### src/rtl/d8_pkg.sv
// Shared d8 core definitions: default widths, memory opcodes and the
// memory-access sequencer state encoding.
package d8_pkg;

   localparam int D8_OP_W   = 8;
   localparam int D8_ADDR_W = 8;
   localparam int D8_DATA_W = 8;

   localparam logic [7:0] D8_OP_LOAD  = 8'h07;
   localparam logic [7:0] D8_OP_STORE = 8'h08;

   typedef enum logic [1:0] {
      IDLE   = 2'd0,
      ACCESS = 2'd1,
      DONE   = 2'd2,
      ERR    = 2'd3
   } state_t;

endpackage : d8_pkg

### src/rtl/d8_mem_op_decode.sv
// Combinational load/store opcode decoder, shared with the execute stage.
module d8_mem_op_decode
   import d8_pkg::*;
#(
   parameter int              OP_W     = D8_OP_W,
   parameter logic [OP_W-1:0] OP_LOAD  = OP_W'(D8_OP_LOAD),
   parameter logic [OP_W-1:0] OP_STORE = OP_W'(D8_OP_STORE)
) (
   input  logic [OP_W-1:0] op,
   output logic            is_load,
   output logic            is_store
);

   assign is_load  = (op == OP_LOAD);
   assign is_store = (op == OP_STORE);

endmodule : d8_mem_op_decode

### src/rtl/d8_mem_access_ctrl.sv
// Data-memory access sequencer: decodes load/store, runs a req/ack
// transaction with timeout, stalls execute while a transaction is open.
module d8_mem_access_ctrl
   import d8_pkg::*;
#(
   parameter int              OP_W     = D8_OP_W,
   parameter int              ADDR_W   = D8_ADDR_W,
   parameter int              DATA_W   = D8_DATA_W,
   parameter logic [OP_W-1:0] OP_LOAD  = OP_W'(D8_OP_LOAD),
   parameter logic [OP_W-1:0] OP_STORE = OP_W'(D8_OP_STORE),
   parameter int              TIMEOUT  = 16
) (
   input  logic              clk,
   input  logic              rst,
   input  logic              issue,
   input  logic [OP_W-1:0]   op,
   input  logic [ADDR_W-1:0] addr,
   input  logic [DATA_W-1:0] wdata,
   output logic              busy,
   output logic              done,
   output logic              err,
   output logic [DATA_W-1:0] rdata,
   output logic              mem_req,
   output logic              mem_we,
   output logic [ADDR_W-1:0] mem_addr,
   output logic [DATA_W-1:0] mem_wdata,
   input  logic [DATA_W-1:0] mem_rdata,
   input  logic              mem_ack
);

   localparam int               CNT_W    = $clog2(TIMEOUT + 1);
   localparam logic [CNT_W-1:0] CNT_LAST = CNT_W'(TIMEOUT - 1);
   localparam logic [CNT_W-1:0] CNT_MAX  = CNT_W'(TIMEOUT);

   state_t             state_q, state_d;
   logic [CNT_W-1:0]   cnt_q, cnt_d;
   logic               is_load, is_store;
   logic               accept;
   logic               capture;
   logic [ADDR_W-1:0]  addr_q;
   logic [DATA_W-1:0]  wdata_q;
   logic               we_q;
   logic [DATA_W-1:0]  rdata_q;

   d8_mem_op_decode #(
      .OP_W     (OP_W),
      .OP_LOAD  (OP_LOAD),
      .OP_STORE (OP_STORE)
   ) u_decode (
      .op       (op),
      .is_load  (is_load),
      .is_store (is_store)
   );

   // NOTE: every signal driven here gets its default first, so no path
   // through the case statement can leave one unassigned and infer a latch.
   always_comb begin
      state_d = state_q;
      cnt_d   = cnt_q;
      accept  = 1'b0;
      capture = 1'b0;
      case (state_q)
         IDLE: begin
            if (issue && (is_load || is_store)) begin
               accept  = 1'b1;
               cnt_d   = '0;
               state_d = ACCESS;
            end
         end
         ACCESS: begin
            // The ack is tested first so that it wins on the final wait cycle.
            if (mem_ack) begin
               capture = !we_q;
               state_d = DONE;
            end else if (cnt_q == CNT_LAST) begin
               state_d = ERR;
            end else if (cnt_q != CNT_MAX) begin
               cnt_d = cnt_q + 1'b1;
            end
         end
         DONE:    state_d = IDLE;
         ERR:     state_d = IDLE;
         default: state_d = IDLE;
      endcase
   end

   // NOTE: sequential state uses non-blocking assignments so every register
   // samples the pre-edge values regardless of block ordering.
   always_ff @(posedge clk) begin
      if (rst) begin
         state_q <= IDLE;
         cnt_q   <= '0;
      end else begin
         state_q <= state_d;
         cnt_q   <= cnt_d;
      end
   end

   // The request fields are loaded only on accept, which keeps them stable
   // for the whole time mem_req is high.
   always_ff @(posedge clk) begin
      if (rst) begin
         addr_q  <= '0;
         wdata_q <= '0;
         we_q    <= 1'b0;
         rdata_q <= '0;
      end else begin
         if (accept) begin
            addr_q  <= addr;
            wdata_q <= wdata;
            we_q    <= is_store;
         end
         if (capture) begin
            rdata_q <= mem_rdata;
         end
      end
   end

   // Outputs decode registered state only; nothing reaches them from inputs.
   assign busy      = (state_q != IDLE);
   assign mem_req   = (state_q == ACCESS);
   assign done      = (state_q == DONE) || (state_q == ERR);
   assign err       = (state_q == ERR);
   assign mem_we    = we_q;
   assign mem_addr  = addr_q;
   assign mem_wdata = wdata_q;
   assign rdata     = rdata_q;

endmodule : d8_mem_access_ctrl

### config.mk
export PLATFORM = sky130hd
export DESIGN_NAME = d8_mem_access_ctrl
export DESIGN_NICKNAME = d
export VERILOG_FILES = /design/src/rtl/d8_pkg.sv /design/src/rtl/d8_mem_op_decode.sv /design/src/rtl/d8_mem_access_ctrl.sv
export SDC_FILE = /design/constraint.sdc
export NUM_CORES = 1
export LEC_CHECK = 0
export ABC_CLOCK_PERIOD_IN_PS = 2530
export CAP_MARGIN = 5
export CORE_ASPECT_RATIO = 1.5
export CORE_MARGIN = 1
export CORE_UTILIZATION = 40
export CTS_CLUSTER_DIAMETER = 60
export DETAILED_ROUTE_END_ITERATION = 8
export PLACE_DENSITY = 0.84
export RECOVER_POWER = 25
export SLEW_MARGIN = 20
export SYNTH_ARGS = -nofsm -noshare
export SYNTH_HDL_FRONTEND = slang
export SYNTH_SLANG_ARGS = --single-unit
### constraint.sdc
create_clock -name clk -period 2.53 [get_ports clk]
set_input_delay 0.506 -clock clk [delete_from_list [all_inputs] [get_ports clk]]
set_output_delay 0.506 -clock clk [all_outputs]
set_load 0.02 [all_outputs]
* After elaboration in Yosys (flattened, before gate mapping)
Index checks and enable logic that the tools add are counted.
Widths: inputs -> output; s select.
** Word-level totals
- Register bits after elaboration :: 32
- Bits of input ports :: 36
- Output and inout port bits :: 29
- Logic and storage cells :: 42
** Cells by class
- $add $sub $neg :: 1
- Equal/unequal tests :: 12
- Multiplexer cells :: 13
- Reduce and logical (&&, ||, !) cells :: 10
** Operator list (number)
- $mux 5 :: 4
- $pmux 5 s2 :: 1
- $eq 8x3->1 const B :: 1
- $eq 8x4->1 const B :: 1
- $mux 2 :: 3
- $ne 2x2->1 const B :: 3
- $pmux 2 s3 :: 1
- $add 5x1->5 const B :: 1
- $eq 5x4->1 const B :: 1
- $ne 5x5->1 const B :: 1
- $reduce_and 5->1 :: 1
- $eq 2x2->1 const B :: 2
- $mux 1 :: 4
- $reduce_bool 2->1 :: 2
- $ne 3x1->1 const B :: 1
- $eq 2x1->1 const B :: 1
- $logic_not 2->1 :: 1
- $logic_or 1x1->1 :: 2
- $ne 2x1->1 const B :: 1
- $reduce_and 2->1 :: 1
- $reduce_or 2->1 :: 1
- $logic_and 1x1->1 :: 1
- $logic_not 1->1 :: 1

* Longest topological paths before layout
- Word-level depth :: 5
- Gate-level depth with buffers :: 6
- Gate-level depth less buffers :: 6

* By module
Synthesis repeated with hierarchy kept, for this count alone.
** Unflattened totals
- Cell total of the unflattened synthesis :: 158
- Area total of the unflattened synthesis :: 1346.3 um^2
** Modules (own cells, without submodules)
- d8_mem_access_ctrl :: times used 1, cells an instance 153, area an instance 1303.8 um^2
- d8_mem_op_decode :: times used 1, cells an instance 5, area an instance 42.5 um^2

* Worst setup path after synthesis
Ideal clock, no wire load.
- Kind :: reg-to-reg
- From :: reg cnt_q[0]
- To :: reg cnt_q[3]
- Library setup time :: 0.125 ns
- Data arrival time :: 1.740 ns
- Data required time :: 2.405 ns
- Setup slack :: 0.664 ns
- Cell stages (with the launch flop) :: 7
- Path buffers :: 0
- Clock period less this slack :: 1.866 ns
- Path through :: dfxtp_1 -> ha_1 -> and3_1 -> ha_1 -> or4_4 -> a22oi_2 -> o32ai_1
** Between the ends
- Longest elaborated chain between the ends :: 5
- Elaborated cells on any way between the ends :: 10
** Ends and longest elaborated chain
- start: declaration :: line d8_mem_access_ctrl.sv:36 : logic [CNT_W-1:0] cnt_q, cnt_d;
- start signal: assignment :: line d8_mem_access_ctrl.sv:95 : cnt_q <= cnt_d;
- $add 5x1->5 :: line d8_mem_access_ctrl.sv:78 : cnt_d = cnt_q + 1'b1;
- $mux 5 :: line d8_mem_access_ctrl.sv:77 : end else if (cnt_q != CNT_MAX) begin
- $mux 5 :: line d8_mem_access_ctrl.sv:75 : end else if (cnt_q == CNT_LAST) begin
- $mux 5 :: line d8_mem_access_ctrl.sv:72 : if (mem_ack) begin
- $pmux 5 s2 :: line d8_mem_access_ctrl.sv:62 : case (state_q)
Parallel ways exist; a longest one is shown, timed or not. The select of a mux whose other input is x is not followed.
A chain may end at the register's enable or synchronous reset.

* Worst setup path in the final report
- From :: in mem_ack
- To :: reg rdata_q[4], in the netlist rdata[4]
** Between the ends
- Longest elaborated chain between the ends :: 2
** Ends and longest elaborated chain
- start: declaration :: line d8_mem_access_ctrl.sv:28 : input logic mem_ack
- $mux 1 :: line d8_mem_access_ctrl.sv:72
- $mux 1 :: line d8_mem_access_ctrl.sv:62
- end signal: assignment :: line d8_mem_access_ctrl.sv:114 : rdata_q <= mem_rdata;
- end: declaration :: line d8_mem_access_ctrl.sv:43 : logic [DATA_W-1:0] rdata_q;
No other way between the ends.

==> metrics.yaml <==
setup_path:
  slowest_delay_ps: 650
  reg2reg_depth: 6
  worstPathArrival_ps: 2190
  timing.rr.end: "cnt_q[3]$_SDFFE_PP0P_"
  startpoint: "mem_ack"
  cp.buffers_inverters: 2
  cp_top_family: "buffers and inverters"
  critPathMaxFanout: 8
  rr_startpoint: "cnt_q[0]$_SDFFE_PP0P_"
  path_cells: "dlygate4sd3_1 -> nor3b_1 -> clkbuf_1 -> mux2i_1 -> nor2_1"
  critPathLaunchType: "input pin"
  r2r_slack_ps: 550
  cp-end-kind: "flip-flop"
  crit_type: "in2reg"
  crit_slowest_cell: "dlygate4sd3_1"
  crit_required_ps: 2680
global_routing:
  gr-usage-all-layers: 0.190
  grt_max_degree: 14
  antenna_found_initial: 0
  grt_pass1_wl_um: 5300
  overflow: 0
  grt_pass1_vias: 1239
detailed_routing:
  drt-met1-wl_um: 1300
  routed-wl-met2_um: 1660
  dr.pass1.iters: 4
  top_layer: "met4"
  drt-total-wl_um: 3180
  wl_per_cell_um: 12.1
  route.met3.wl_um: 162
  ant_nets: 0
  routed-via-count: 1315
  drt-initial-drc-count: 18
  route.detailed.drc: 0
  vias_per_cell: 5.02
synth:
  yosys_warnings: 0
  synth-seq-cells: 32
  synth_fa_ha_area_frac: 0.0270
  synth-compound-area-share: 0.128
  syn_avg_cell_area_um2: 8.96
  synth_xor_area_frac: 0
  synth_cell_types: 35
  synth_top_cell_area_share: 0.461
  yosys.area_share.simple: 0.259
  syn_inst: 155
  ys_seq_area_frac: 0.461
  synth_largest_area_cell: "dfxtp_1"
  synth_area_leaders: "dfxtp_1, nand2_1, a21oi_1"
  synth_area_um2: 1390
  synth_nets: 194
  synth_top_family_by_area: "simple AND/OR/NAND/NOR gates"
  synthMuxAreaShare: 0.0577
floorplanning:
  io_pins: 65
  fp.dieW_um: 50.1
  core_area_um2: 3220
  rows: 25
  initial_utilization: 0.431
  dieHeight_um: 74.2
  die_area_um2: 3720
clock_tree:
  root_buffer: "clkbuf_8"
  cts.sinks: 32
  htree_levels: 2
  post_cts_buffers: 0
  cts_hold_buf: 0
  numCtsBuffers: 5
  cts_resized: 0
  clk_latency_ps: 280
  cts_tree: "done"
  clkTransAtPathRegs_ps: 60
  cts_max_path_buffers: 2
sta:
  rsz0062_at_grt: "no"
  finClkSkew_ps: 3.08
  fin_tns_setup_ps: 0
  slew_headroom: 0.582
  whs_ps: 449
  finalSetupViolCount: 0
  final_max_slew_viol_count: 0
  tightest_slew_ps: 627
  fmax_mhz: 491
  finalCriticalPeriod_ps: 2040
  period_share: 0.805
  hold_violations: 0
placed_design:
  globalplace.congestion: 0.853
  port_buffers: 64
  place_inst: 254
  hpwlAfterDp_um: 2400
cells_and_area:
  final_util: 0.666
  n_antenna_cell: 0
  drive_above_1_share: 0.104
  area_growth_pct: 54.6
  fillCellCount: 268
  layout.nets: 260
  fin_cells: 262
min_path:
  hold_class: "reg2reg"
  min_to: "mem_wdata[6]$_SDFFE_PP0P_"
  hp-start: "mem_wdata[6]$_SDFFE_PP0P_"
  hold_depth: 2
pwr:
  powerDensity_nw_per_um2: 458
  leakage_nw: 0.758
  peakVddDrop_v: 0.000420
status:
  status: "complete, no violations"
job:
  maxCapViolCount: 0
cells by family after synthesis:
group | count (synthesis)
AOI/OAI and AO/OA | 30
adders and majority gates | 3
buffers and inverters | 16
DFF | 32
muxes | 8
and+or+nand+nor | 66
metrics by stage:
step / setup WS [ps] / power [W] / cell area, um^2
2_1_floorplan: 664 / 0.000531 / 1390
3_3_place_gp: 325 / 0.000596 / 2060
3_5_place_dp: 260 / 0.000596 / 2060
4_1_cts: 484 / 0.000993 / 2160
5_1_grt: 418 / 0.00102 / 2150
6_report: 493 / 0.000983 / 2150
layout by cell type, fill, tap and decap left out, drive strengths merged:
cell type / n
o41ai: 1
a22oi: 1
and4b: 1
clkinvlp: 1
nor4: 2
nand3: 2
or2: 1
o2111a: 1
or4: 2
clkdlybuf4s50: 56
nand2b: 4
o32ai: 1
clkbuf: 8
nor4b: 1
nand2: 33
mux2i: 8
buf: 5
o2111ai: 1
dfxtp: 32
a21oi: 20
and4bb: 1
and3: 1
o22ai: 1
nor3: 1
nor3b: 2
ha: 3
inv: 5
o21ai: 4
nand4: 1
nor2: 13
and2: 1
dlygate4sd3: 8
final cells by class:
cell class | count | area [um^2] | share of cell area
Clock buffer | 7 | 86.3 | 0.0402
Clock inverter | 1 | 7.51 | 0.00350
Inverter | 5 | 18.8 | 0.00874
Multi-Input combinational cell | 107 | 662 | 0.308
Sequential cell | 32 | 641 | 0.298
Tap cell | 40 | 50.0 | 0.0233
Timing Repair Buffer | 70 | 682 | 0.318
registers in the layout, indices dropped and copies added (netlist names):
name / flops
cnt_q: 5
rdata: 8
mem_addr: 8
mem_we: 1
state_q: 2
mem_wdata: 8
worst max path at each step:
stage,depth (start not counted),slack (ps),end
5_1_grt,5,420,rdata[5]$_SDFFE_PP0P_
6_report,5,490,rdata[4]$_SDFFE_PP0P_
3_3_place_gp,5,330,cnt_q[0]$_SDFFE_PP0P_
3_5_place_dp,5,260,cnt_q[3]$_SDFFE_PP0P_
4_1_cts,3,480,mem_req
2_1_floorplan,6,660,cnt_q[3]$_SDFFE_PP0P_
worst min-delay path, cell delays in order, from the launching register on:
cell     delay [ps]
dfxtp_1         310
nand2_1          50
a21oi_1          50
synthesized netlist by cell type:
cell / count
nand2_1: 33
dfxtp_1: 32
a21oi_1: 20
nor2_1: 13
mux2i_1: 8
inv_1: 5
clkbuf_1: 4
buf_2: 3
buf_6: 3
ha_1: 3
nand2b_1: 3
nand3_1: 2
nor3b_1: 2
o21ai_0: 2
o21ai_1: 2
a22oi_2: 1
and2_2: 1
and3_1: 1
and4b_1: 1
and4bb_2: 1
dlygate4sd3_1: 1
nand2b_4: 1
nand4_1: 1
nor3_1: 1
nor4_2: 1
nor4_4: 1
nor4b_4: 1
o2111a_2: 1
o2111ai_1: 1
o22ai_1: 1
o32ai_1: 1
o41ai_1: 1
or2_2: 1
or4_1: 1
or4_4: 1
metal layers:
metal,track usage,up-vias
met3,0.0695,6
met5,0,-
met4,0.0762,0
met1,0.202,615
li1,-,656
met2,0.336,38
where the power goes:
group | switching (W) | internal, W
Clock | 0.000178 | 0.000221
Sequential | 0.000000431 | 0.000505
Combinational | 0.0000246 | 0.0000546
(Power assumes the default switching activity.)
